===== src/rtl/prog_ctrl_pkg.sv =====
// prog_ctrl_pkg: shared program-store sizes, run-control states and core opcode constants
package prog_ctrl_pkg;
    localparam int PROG_DEPTH = 16;
    localparam int PROG_AW    = 4;
    localparam int OPC_W      = 4;
    localparam int IMM_W      = 4;
    localparam logic [OPC_W-1:0] ADD_A_IMM = 4'b0000;
    localparam logic [OPC_W-1:0] MOV_A_IMM = 4'b0011;
    localparam logic [OPC_W-1:0] ADD_B_IMM = 4'b0101;
    localparam logic [OPC_W-1:0] IN_B      = 4'b0110;
    localparam logic [OPC_W-1:0] OUT_B     = 4'b1001;
    localparam logic [OPC_W-1:0] OUT_IMM   = 4'b1011;
    localparam logic [OPC_W-1:0] JNC       = 4'b1110;
    localparam logic [OPC_W-1:0] JMP       = 4'b1111;
    typedef enum logic [2:0] {
        ST_IDLE = 3'd0,
        ST_LOAD = 3'd1,
        ST_HALT = 3'd2,
        ST_RUN  = 3'd3,
        ST_STEP = 3'd4
    } state_e;
endpackage


===== src/rtl/prog_ram.sv =====
// prog_ram: program word store with synchronous write, reset clear and asynchronous read
module prog_ram
    import prog_ctrl_pkg::*;
#(
    parameter int DEPTH = PROG_DEPTH,
    parameter int AW    = PROG_AW,
    parameter int DW    = OPC_W + IMM_W
) (
    input  logic          clk,
    input  logic          rst,
    input  logic          we,
    input  logic [AW-1:0] waddr,
    input  logic [DW-1:0] wdata,
    input  logic [AW-1:0] raddr,
    output logic [DW-1:0] rdata
);
    logic [DW-1:0] mem_q [DEPTH];
    logic [DW-1:0] mem_d [DEPTH];

    always_comb begin
        mem_d = mem_q;
        if (we) mem_d[waddr] = wdata;
    end

    always_ff @(posedge clk) begin
        if (rst) mem_q <= '{default: '0};
        else     mem_q <= mem_d;
    end

    // reads see pre-write contents when the same word is written this cycle
    assign rdata = mem_q[raddr];
endmodule


===== src/rtl/prog_ctrl.sv =====
// prog_ctrl: loadable program store plus halt/run/step/breakpoint sequencer for the core
module prog_ctrl
    import prog_ctrl_pkg::*;
#(
    parameter int DEPTH = PROG_DEPTH,
    parameter int AW    = PROG_AW,
    parameter int DW    = OPC_W + IMM_W
) (
    input  logic             clk,
    input  logic             rst,
    input  logic             load_start,
    input  logic             load_valid,
    output logic             load_ready,
    input  logic [DW-1:0]    load_data,
    output logic             load_done,
    input  logic             run,
    input  logic             step,
    input  logic             halt_req,
    input  logic             bp_en,
    input  logic [AW-1:0]    bp_addr,
    input  logic [AW-1:0]    cpu_addr,
    output logic [OPC_W-1:0] opecode,
    output logic [IMM_W-1:0] imm,
    output logic             cpu_en,
    output logic             cpu_rst,
    output logic [2:0]       state_o
);
    state_e        state_q, state_d;
    logic [AW-1:0] wr_ptr_q, wr_ptr_d;
    logic          done_q, done_d, first_q, first_d, we, bp_hit;
    logic [DW-1:0] rdata;

    always_comb begin
        load_ready = state_q == ST_LOAD;
        we         = load_ready && load_valid;
        // first RUN cycle skips the breakpoint so resuming executes the stopped instruction
        bp_hit     = state_q == ST_RUN && bp_en && cpu_addr == bp_addr && !first_q;
        cpu_en     = state_q == ST_STEP || (state_q == ST_RUN && !halt_req && !bp_hit);
        cpu_rst    = state_q == ST_IDLE || state_q == ST_LOAD;
        wr_ptr_d   = we ? wr_ptr_q + AW'(1) : wr_ptr_q;
        done_d     = we && wr_ptr_q == AW'(DEPTH - 1);
        first_d    = state_q == ST_HALT && !load_start && !step && run;
        state_d    = state_q;
        case (state_q)
            ST_IDLE: state_d = load_start ? ST_LOAD : ST_IDLE;
            ST_LOAD: state_d = done_d ? ST_HALT : ST_LOAD;
            ST_HALT: state_d = load_start ? ST_LOAD : step ? ST_STEP : run ? ST_RUN : ST_HALT;
            ST_STEP: state_d = ST_HALT;
            ST_RUN:  state_d = (halt_req || bp_hit) ? ST_HALT : ST_RUN;
            default: state_d = ST_IDLE;
        endcase
    end

    always_ff @(posedge clk) begin
        if (rst) begin
            state_q  <= ST_IDLE;
            wr_ptr_q <= '0;
            done_q   <= 1'b0;
            first_q  <= 1'b0;
        end else begin
            state_q  <= state_d;
            wr_ptr_q <= wr_ptr_d;
            done_q   <= done_d;
            first_q  <= first_d;
        end
    end

    prog_ram #(.DEPTH(DEPTH), .AW(AW), .DW(DW)) u_ram (
        .clk   (clk),
        .rst   (rst),
        .we    (we),
        .waddr (wr_ptr_q),
        .wdata (load_data),
        .raddr (cpu_addr),
        .rdata (rdata)
    );

    assign opecode   = rdata[DW-1 -: OPC_W];
    assign imm       = rdata[IMM_W-1:0];
    assign load_done = done_q;
    assign state_o   = state_q;
endmodule


===== config.mk =====
export PLATFORM = sky130hd
export DESIGN_NAME = prog_ctrl
export DESIGN_NICKNAME = d
export VERILOG_FILES = /design/src/rtl/prog_ctrl_pkg.sv /design/src/rtl/prog_ram.sv /design/src/rtl/prog_ctrl.sv
export SDC_FILE = /design/constraint.sdc
export NUM_CORES = 1
export LEC_CHECK = 0
export ABC_AREA = 1
export CORE_MARGIN = 2
export CORE_UTILIZATION = 55
export DETAILED_ROUTE_END_ITERATION = 8
export PLACE_DENSITY = 0.75
export SKIP_LAST_GASP = 1
export SYNTH_ARGS = -nofsm -noshare
export SYNTH_HDL_FRONTEND = slang
export SYNTH_SLANG_ARGS = --single-unit

===== constraint.sdc =====
create_clock -name clk -period 1.77 [get_ports clk]
set_clock_uncertainty 0.05 [all_clocks]
set_input_delay 0.2655 -clock clk [delete_from_list [all_inputs] [get_ports clk]]
set_output_delay 0.2655 -clock clk [all_outputs]
set_load 0.01 [all_outputs]

# [Word-level counts from Yosys, hierarchy flattened]
# Index checks and enable logic that the tools add are counted.
[totals] inputBits=24 register_bits=137
[op_classes] mux=13 bitwise=2 n_reduce_logical=20 eq_ne=6 add_sub_neg=1 n_lt_le_gt_ge=3
[ops] cell="bitwise mux 128 bit" count=1
[ops] cell="binary-select mux 8 bit (select 4 bit)" count=1
[ops] cell="demux 8 bit (select 4 bit)" count=1
[ops] cell="two-way mux 8 bit" count=3
[ops] cell="case mux 3 bit (5 select lines)" count=1
[ops] cell="logical AND 1 bit" count=11
[ops] cell="greater-or-equal comparator 5 bit, second input constant" count=2
[ops] cell="NOT 4 -> 5 bit" count=2
[ops] cell="== test 3 x 2 -> 1 bit, second input constant" count=2
[ops] cell="two-way mux 3 bit" count=2
[ops] cell="zero test 1 bit" count=5
[ops] cell="< comparator 5 x 1 -> 1 bit, second input constant" count=1
[ops] cell="adder 4 x 1 -> 4 bit, second input constant" count=1
[ops] cell="== test 4 bit" count=1
[ops] cell="== test 4 bit, second input constant" count=1
[ops] cell="== test 3 x 1 -> 1 bit, second input constant" count=1
[ops] cell="== test 3 bit, second input constant" count=1
[ops] cell="zero test 3 bit" count=1
[ops] cell="logical OR 1 bit" count=3
[ops] cell="two-way mux 1 bit" count=3
[ops] cell="two-way mux 2 bit" count=1

# [Longest topological paths before layout]
# Gate-level depths: netlist (run 1).
[logic_depth] word_depth=7 mapped_depth=8

# [Cells and area by module]
# A second synthesis (run 1) with hierarchy kept.
[unflattened] cells_unflattened=1046 hier_area_um2=6767.7
[modules_own_cells] module="prog_ram" instances=1 cells_per_inst=959 area_each_um2=6216.0 seq_area_each_um2=2562.5
[modules_own_cells] module="prog_ctrl" instances=1 cells_per_inst=87 area_each_um2=551.8 seq_area_each_um2=180.2

# [Worst setup path before layout (run 1)]
# OpenSTA, ideal clock, no wires.
[synth_timing] kind="input to output" from="in cpu_addr[1]" to="out imm[1]" required_time_ps=1454 setup_slack_ps=370 arrival_ps=1084 cell_stages=6 n_path_buf=2 cell_sequence="buf_2 > buf_1 > o211ai_1 > nand3_1 > nand3_1 > nand2_1"
[synth_via] elab_chain_cells=4
[synth_rtl] element="from (decl)" line="prog_ctrl.sv:21" text="input logic [AW-1:0] cpu_addr,"
[synth_rtl] element="NOT 4 -> 5 bit (implied by the code)" line="prog_ram.sv:31" text="assign rdata = mem_q[raddr];"
[synth_rtl] element="binary-select mux 8 bit (select 4 bit)" line="prog_ram.sv:31"
[synth_rtl] element="two-way mux 8 bit (implied by the code) (2 in series)" line="prog_ram.sv:31"
[synth_rtl] element="to (decl)" line="prog_ctrl.sv:23" text="output logic [IMM_W-1:0] imm,"
# Every way passes these cells. The select of a mux whose other input is x is not followed.

# [Final worst setup path (run 1)]
[layout_timing] from="reg u_ram.mem_q[41] (netlist name)" to="out imm[1]"
[layout_via] elab_chain_cells=3
[layout_rtl] element="from (decl)" line="prog_ram.sv:17" text="logic [DW-1:0] mem_q [DEPTH];"
[layout_rtl] element="from (signal assigned)" line="prog_ram.sv:27" text="else mem_q <= mem_d;"
[layout_rtl] element="binary-select mux 8 bit (select 4 bit)" line="prog_ram.sv:31"
[layout_rtl] element="two-way mux 8 bit (implied by the code) (2 in series)" line="prog_ram.sv:31"
# Every way passes these cells. The select of a mux whose other input is x is not followed.

==> results.py, run 1 <==
metrics = {
    "run_status": {
        "outcome": "finished with violations",
        "violations": "setup timing",
    },
    "synth": {
        "synth-seq-area-share_pct": 42.9,
        "async_reset_ff_share_pct": 0,
        "avgSynthCellArea_sq_um": 7.13,
        "synth-seq-cells": 137,
        "synth_fp_nets": 925,
        "yosysWarningCount": 0,
        "ys_top_cells_by_count": "nand2_1 (161), a21oi_1 (156), dfxtp_1 (137)",
        "synth_top_area_cell": "dfxtp_1",
        "yosysMostFrequentCell": "nand2_1",
        "synthFlopType": "dfxtp_1",
        "synth_edf_count": 0,
        "synth_top_area_share_pct": 42.9,
        "netlist_instances": 897,
        "synth_cell_types": 24,
        "synth_area_sq_um": 6390,
        "synth_area_leaders": "dfxtp_1 (43%), a21oi_1 (12%), nand3_1 (9.8%)",
    },
    "sta": {
        "final-setup-viol-count": 3,
        "worst_slew_pin_slew_ns": 0.547,
        "slew_headroom_pct": 63.6,
        "rsz0062_at_grt": "yes",
        "finalCritPeriodShare_pct": 105,
        "fmax_mhz": 539,
        "finalHoldViolCount": 0,
        "layout_setup_ws_ns": -0.0866,
        "fin_crit_ns": 1.86,
        "finalMaxSlewViolations": 0,
    },
    "setup_path": {
        "cp_cell_sequence": "o211ai_1 > nand3_1 > nand3_1 > nand2_1 > clkbuf_2",
        "criticalPathCategory": "reg2out",
        "reg2reg_slack_ns": 0.11,
        "cpLargestDelayFamily": "compound AO/OA/AOI/OAI gates",
        "crit_buf_inv": 1,
        "cp_slowest_cell": "o211ai_1",
        "max_stage_delay_ns": 0.37,
        "arrival_ns": 1.54,
        "rr_worst_depth": 7,
        "r2r-end": "u_ram.mem_q[109]$_SDFFE_PP0P_",
        "crit_top_cell": "nand3_1",
        "critPathMaxFanout": 2,
        "startpoint_type": "flip-flop",
        "cp-startpoint": "u_ram.mem_q[41]$_SDFFE_PP0P_",
        "r2r-start": "wr_ptr_q[0]$_SDFFE_PP0P_",
        "endpoint_kind": "output port",
        "required_ns": 1.45,
    },
    "detailed_routing": {
        "viasPerCell": 5.99,
        "top_layer": "met4",
        "drt_iter0_markers": 762,
        "drt_pass1_iterations": 6,
        "wl_met1_mm": 7.73,
        "ant_nets": 0,
        "wl_mm": 19.5,
        "wire_per_inst_um": 17.4,
        "wl_met3_mm": 1.88,
        "vias": 6718,
        "routed-wl-met2_mm": 9.12,
        "drc": 0,
    },
    "final_layout": {
        "area_delta_synth_final_pct": 25.7,
        "regArea_sq_um": 2750,
        "n_antenna_cell": 0,
        "final_cell_count_no_fill": 1121,
        "fill_cells": 876,
        "nets": 996,
        "multiInputGateArea_sq_um": 3150,
        "drive_above_1_share_pct": 17.2,
    },
    "die": {
        "die_h_um": 112,
        "ios": 39,
        "fp.coreArea_sq_um": 11400,
        "die_area_sq_um": 12500,
        "die_w_um": 112,
        "std_cell_rows": 39,
        "start_util_pct": 56.2,
    },
    "pwr": {
        "internal_power_mw": 5.27,
        "ir_drop_uv": 668,
        "pwr-share-clk_pct": 44.3,
        "power.density_nw_per_um2": 875,
        "power_switching_share_pct": 25.0,
        "power_frac_comb_pct": 11.4,
        "power_mw": 7.03,
        "p_switching_mw": 1.76,
        "cellLeakagePower_nw": 3.03,
        "seqPwrFrac_pct": 44.3,
    },
    "cts": {
        "cts.sinks": 137,
        "clk_latency_ns": 0.42,
        "cts.path.max_buffers": 2,
        "cts_hold_buf": 0,
        "numCtsBuffers": 17,
        "cts_max_level": 4,
        "cts_tree": "built",
        "root_buffer": "clkbuf_16",
        "clk_pin_slew_ns": 0.06,
    },
    "place": {
        "dp.cells": 1067,
        "dpl.hpwl_mm": 12.5,
        "gp_congestion": 0.940,
        "portBuffers": 38,
    },
    "worst_hold_path": {
        "min-delay-start": "rst",
        "min_to": "u_ram.mem_q[5]$_SDFFE_PP0P_",
        "hold_class": "in2reg",
        "min_path_cells": 5,
    },
    "grt": {
        "grt_max_degree": 60,
        "grt_pass1_vias": 6227,
        "grt_pass1_wl_mm": 30.8,
        "overflow": 0,
        "antenna_found_initial": 0,
        "track_usage_pct": 30.9,
    },
    "run": {
        "drv_cap": 0,
    },
}
[power groups by stage]
stage	sequential (mW)	combinational, mW	clock [mW]
5_1_grt	3.11	0.855	3.25
3_3_place_gp	3.18	0.736	0
3_5_place_dp	3.18	0.748	0
2_1_floorplan	3.18	0.404	0
4_1_cts	3.11	0.737	3.12
6_report	3.11	0.803	3.11
[metrics by stage]
stage	hold slack [ns]	util [%]	cell area, sq um	worst slack, ns	TNS [ns]
3_3_place_gp	0.386	63.2	7180	-0.419	-7.38
6_report	0.314	70.7	8040	-0.0866	-0.161
2_1_floorplan	0.293	-	6390	0.370	0
5_1_grt	0.323	70.7	8040	-0.104	-0.337
3_5_place_dp	0.393	63.2	7180	-0.447	-10.80
4_1_cts	0.303	67.9	7720	-0.191	-0.456
[worst max path at each step]
stage                 endpoint  slack [ns]  cells past startpoint
global placement        cpu_en       -0.42                      9
detailed placement      cpu_en       -0.45                      9
global route        opecode[1]       -0.10                      5
floorplan               imm[1]        0.37                      6
finish                  imm[1]       -0.09                      5
CTS                     imm[1]       -0.19                      5
[worst register-to-register path, delay by kind of cell (launching register included)]
kind,cells,cell delay (ns)
adders and majority gates,1,0.20
buffers and inverters,2,0.32
AOI/OAI and AO/OA,1,0.08
DFF,1,0.34
and+or+nand+nor,3,0.52
[area by class of cell]
| type | instances | share of cell area, % |
|---|---|---|
| flip-flops and latches | 137 | 34.2 |
| well taps | 143 | 2.23 |
| clock buffers | 25 | 6.04 |
| multi-input cells | 606 | 39.2 |
| clock inverters | 4 | 0.249 |
| repair buffers | 116 | 13.7 |
| inverters | 90 | 4.36 |
[layout by cell type (no fill, tap or decap), types with 2 or more instances in the layout]
cell / n
clkbuf_8: 3
o211ai_1: 42
clkdlybuf4s50_1: 17
clkinv_2: 6
o21ai_2: 4
ha_1: 3
inv_2: 4
dlymetal6s2s_1: 4
dfxtp_2: 6
o21ai_1: 8
nor3_1: 2
nor2_2: 2
buf_12: 14
nand3_2: 3
nor2_1: 16
nand2_4: 2
nor2_4: 8
inv_1: 81
a21oi_1: 148
buf_4: 64
nand2_2: 7
dlygate4sd2_1: 4
dfxtp_1: 131
a21oi_2: 8
buf_2: 9
clkbuf_16: 17
buf_6: 2
clkbuf_1: 5
nand2_1: 152
nand3_1: 122
clkinvlp_4: 2
o21ai_0: 70
[cells by family after synthesis]
logic type | share of synthesized area [%]
and+or+nand+nor | 22.1
adders and majority gates | 0.783
buffers and inverters | 10.3
DFF | 42.9
xor gates and xnor gates | 0.137
AOI/OAI and AO/OA | 23.8
[per-layer routing]
metal / global-route usage [%] / vias to the layer above
met4: 16.5 / 0
met5: 0 / -
met1: 39.0 / 3109
met3: 7.57 / 68
li1: - / 3176
met2: 49.1 / 365
[what timing repair did]
item                                    4_1_cts  5_1_grt
cloned                                        0        0
setup buffers                                 6       21
endpoints found under the setup margin       38       85
pin swaps                                    21       29
resized for setup                            59       53
[sequential cells by signal, indices dropped and copies added (netlist names)]
signal,flops
wr_ptr_q,4
load_done,1
u_ram.mem_q,128
state_o,3
first_q,1
Note: power is estimated with default switching activity, not from simulation.
==> run 2, diff against run 1 <==
--- a/config.mk
+++ b/config.mk
@@ -8,8 +8,10 @@
 export ABC_AREA = 1
 export CORE_MARGIN = 2
 export CORE_UTILIZATION = 55
+export CTS_BUF_LIST = sky130_fd_sc_hd__clkbuf_2 sky130_fd_sc_hd__clkbuf_4 sky130_fd_sc_hd__clkbuf_8
 export DETAILED_ROUTE_END_ITERATION = 8
 export PLACE_DENSITY = 0.75
+export REMOVE_ABC_BUFFERS = 1
 export SKIP_LAST_GASP = 1
 export SYNTH_ARGS = -nofsm -noshare
 export SYNTH_HDL_FRONTEND = slang
==> run 2 against run 1 <==
The flow still finishes with violations (setup timing). Wire length shrank 3.9%. Via count shrank 2.3%. Hold slack got worse by 0.048 ns. Largest power group unchanged. Combinational power is 3.6% lower. Maximum frequency is 1.7% lower. Highest routed layer unchanged. Core utilization fell by 2.8 points. Clock-buffer cell count is 2 higher. Sequential cell count unchanged.
==> results.py, run 2 (synthesized netlist as in run 1, its figures left out) <==
metrics = {
    "final_layout": {
        "fill_cells": 946,
        "n_antenna_cell": 0,
        "area_delta_synth_final_pct": 20.6,
        "multiInputGateArea_sq_um": 3140,
        "largest_reg_flops": 128,
        "drive_above_1_share_pct": 17.7,
        "final_cell_count_no_fill": 1109,
        "final_common_cell": "a21oi_1",
        "finalInstanceArea_sq_um": 7710,
        "top_register": "u_ram.mem_q",
        "regArea_sq_um": 2760,
        "postLayoutCoreUtil_pct": 67.9,
        "layout_common_cells": "a21oi_1 (152), nand2_1 (151), dfxtp_1 (123)",
        "nets": 983,
    },
    "setup_path": {
        "cp_cell_sequence": "o211ai_1 > nand3_1 > nand3_1 > nand2_2 > buf_2",
        "startpoint_type": "flip-flop",
        "r2r-end": "u_ram.mem_q[108]$_SDFFE_PP0P_",
        "endpoint_kind": "output port",
        "cp.depth": 5,
        "required_ns": 1.45,
        "crit_top_cell": "nand3_1",
        "endpoint": "imm[0]",
        "rr_worst_depth": 8,
        "r2r-start": "wr_ptr_q[0]$_SDFFE_PP0P_",
        "cp_slowest_cell": "o211ai_1",
        "cpLargestDelayFamily": "simple AND/OR/NAND/NOR gates",
        "arrival_ns": 1.57,
        "cp-startpoint": "u_ram.mem_q[40]$_SDFFE_PP0P_",
        "max_stage_delay_ns": 0.33,
        "critPathMaxFanout": 2,
        "criticalPathCategory": "reg2out",
        "reg2reg_slack_ns": -0.01,
        "crit_buf_inv": 1,
    },
    "die": {
        "fp.coreArea_sq_um": 11400,
        "ios": 39,
        "die_h_um": 112,
        "std_cell_rows": 39,
        "start_util_pct": 56.2,
        "die_area_sq_um": 12500,
        "die_w_um": 112,
    },
    "grt": {
        "antenna_found_initial": 0,
        "grt_pass1_vias": 6068,
        "overflow": 0,
        "grt_pass1_wl_mm": 29.8,
        "grt_max_degree": 77,
        "track_usage_pct": 29.9,
    },
    "cts": {
        "cts_tree": "built",
        "cts.path.max_buffers": 2,
        "root_buffer": "clkbuf_8",
        "clk_pin_slew_ns": 0.07,
        "numCtsBuffers": 17,
        "cts_max_level": 4,
        "cts.sinks": 137,
        "clk_latency_ns": 0.45,
        "cts_hold_buf": 0,
    },
    "run_status": {
        "violations": "setup timing",
        "outcome": "finished with violations",
    },
    "sta": {
        "worst_slew_pin_slew_ns": 0.379,
        "fmax_mhz": 529,
        "slew_headroom_pct": 74.6,
        "rsz0062_at_grt": "yes",
        "finalCritPeriodShare_pct": 107,
        "fin_crit_ns": 1.89,
        "layout_setup_ws_ns": -0.119,
        "finalMaxSlewViolations": 0,
        "final-setup-viol-count": 6,
        "finalHoldViolCount": 0,
    },
    "place": {
        "dp.cells": 1070,
        "portBuffers": 38,
        "gp_congestion": 0.945,
        "dpl.hpwl_mm": 12.5,
        "pre_cts_ws_ns": -0.487,
        "dpl_cell_area_sq_um": 7170,
    },
    "detailed_routing": {
        "drt_pass1_iterations": 7,
        "viasPerCell": 5.92,
        "ant_nets": 0,
        "vias": 6564,
        "drt_iter0_markers": 691,
        "drc": 0,
        "wire_per_inst_um": 16.9,
        "wl_mm": 18.7,
    },
    "pwr": {
        "ir_drop_uv": 533,
        "cellLeakagePower_nw": 2.84,
        "power.density_nw_per_um2": 801,
        "power_mw": 6.18,
    },
    "worst_hold_path": {
        "min_path_cells": 3,
        "hold_class": "in2reg",
    },
    "run": {
        "drv_cap": 0,
    },
}
run 2: changes by cell type in the layout (fill, tap and decap cells not counted), sizes merged:
cell and delta:
inv +1, buf -12, clkbuf +2, dlymetal6s2s -2, dlygate4sd2 +2, clkinvlp -1, clkdlybuf4s15 -1, clkinv -1
run 2: worst min path at each step:
stage                                   from                       endpoint  slack, ns
4_1_cts                                  rst   u_ram.mem_q[90]$_SDFFE_PP0P_       0.27
5_1_grt                                  rst    u_ram.mem_q[8]$_SDFFE_PP0P_       0.28
3_5_place_dp   u_ram.mem_q[118]$_SDFFE_PP0P_  u_ram.mem_q[118]$_SDFFE_PP0P_       0.39
2_1_floorplan                            rst  u_ram.mem_q[104]$_SDFFE_PP0P_       0.28
3_3_place_gp   u_ram.mem_q[100]$_SDFFE_PP0P_  u_ram.mem_q[100]$_SDFFE_PP0P_       0.39
6_report                                 rst   u_ram.mem_q[14]$_SDFFE_PP0P_       0.27
run 2: tightest hold or removal path: stages:
cell	delay [ns]
buf_2	0.12
buf_12	0.19
a21oi_1	0.14
run 2: through the flow:
| stage | hold WS [ns] | TNS (ns) |
|---|---|---|
| 2_1_floorplan | 0.285 | -19.65 |
| 3_3_place_gp | 0.387 | -9.63 |
| 3_5_place_dp | 0.393 | -11.79 |
| 4_1_cts | 0.266 | -0.453 |
| 5_1_grt | 0.284 | -1.54 |
| 6_report | 0.266 | -0.363 |
run 2: cell type report:
type | count | share of cell area (%)
flip-flops and latches | 137 | 35.8
inverters | 90 | 4.46
repair buffers | 103 | 12.2
clock buffers | 27 | 4.33
clock inverters | 3 | 0.195
well taps | 143 | 2.32
multi-input cells | 606 | 40.7
run 2: repair_timing:
item | CTS | global route
setup endpoints to repair | 15 | 95
gates resized for setup | 67 | 57
pin swaps | 19 | 35
setup buffers | 3 | 6
run 2: per-layer routing:
layer  global-route usage (%)  wire, um
met1                     38.0      7410
met4                     16.2       726
met5                        0         0
met3                     5.61      1710
met2                     48.1      8890
run 2: power by group:
| part | switching (mW) | total (mW) | leakage, nW | internal, mW |
|---|---|---|---|---|
| Combinational | 0.484 | 0.774 | 1.54 | 0.289 |
| Sequential | 0.00986 | 3.11 | 1.11 | 3.10 |
| Clock | 1.11 | 2.30 | 0.190 | 1.19 |
| Total | 1.60 | 6.18 | 2.84 | 4.58 |
==> run 3, diff against run 2 <==
--- a/config.mk
+++ b/config.mk
@@ -13,6 +13,7 @@
 export PLACE_DENSITY = 0.75
 export REMOVE_ABC_BUFFERS = 1
 export SKIP_LAST_GASP = 1
+export SLEW_MARGIN = 20
 export SYNTH_ARGS = -nofsm -noshare
 export SYNTH_HDL_FRONTEND = slang
 export SYNTH_SLANG_ARGS = --single-unit
==> results of run 3 <==
Final layout, timing and power as in run 2 (identical DEF).
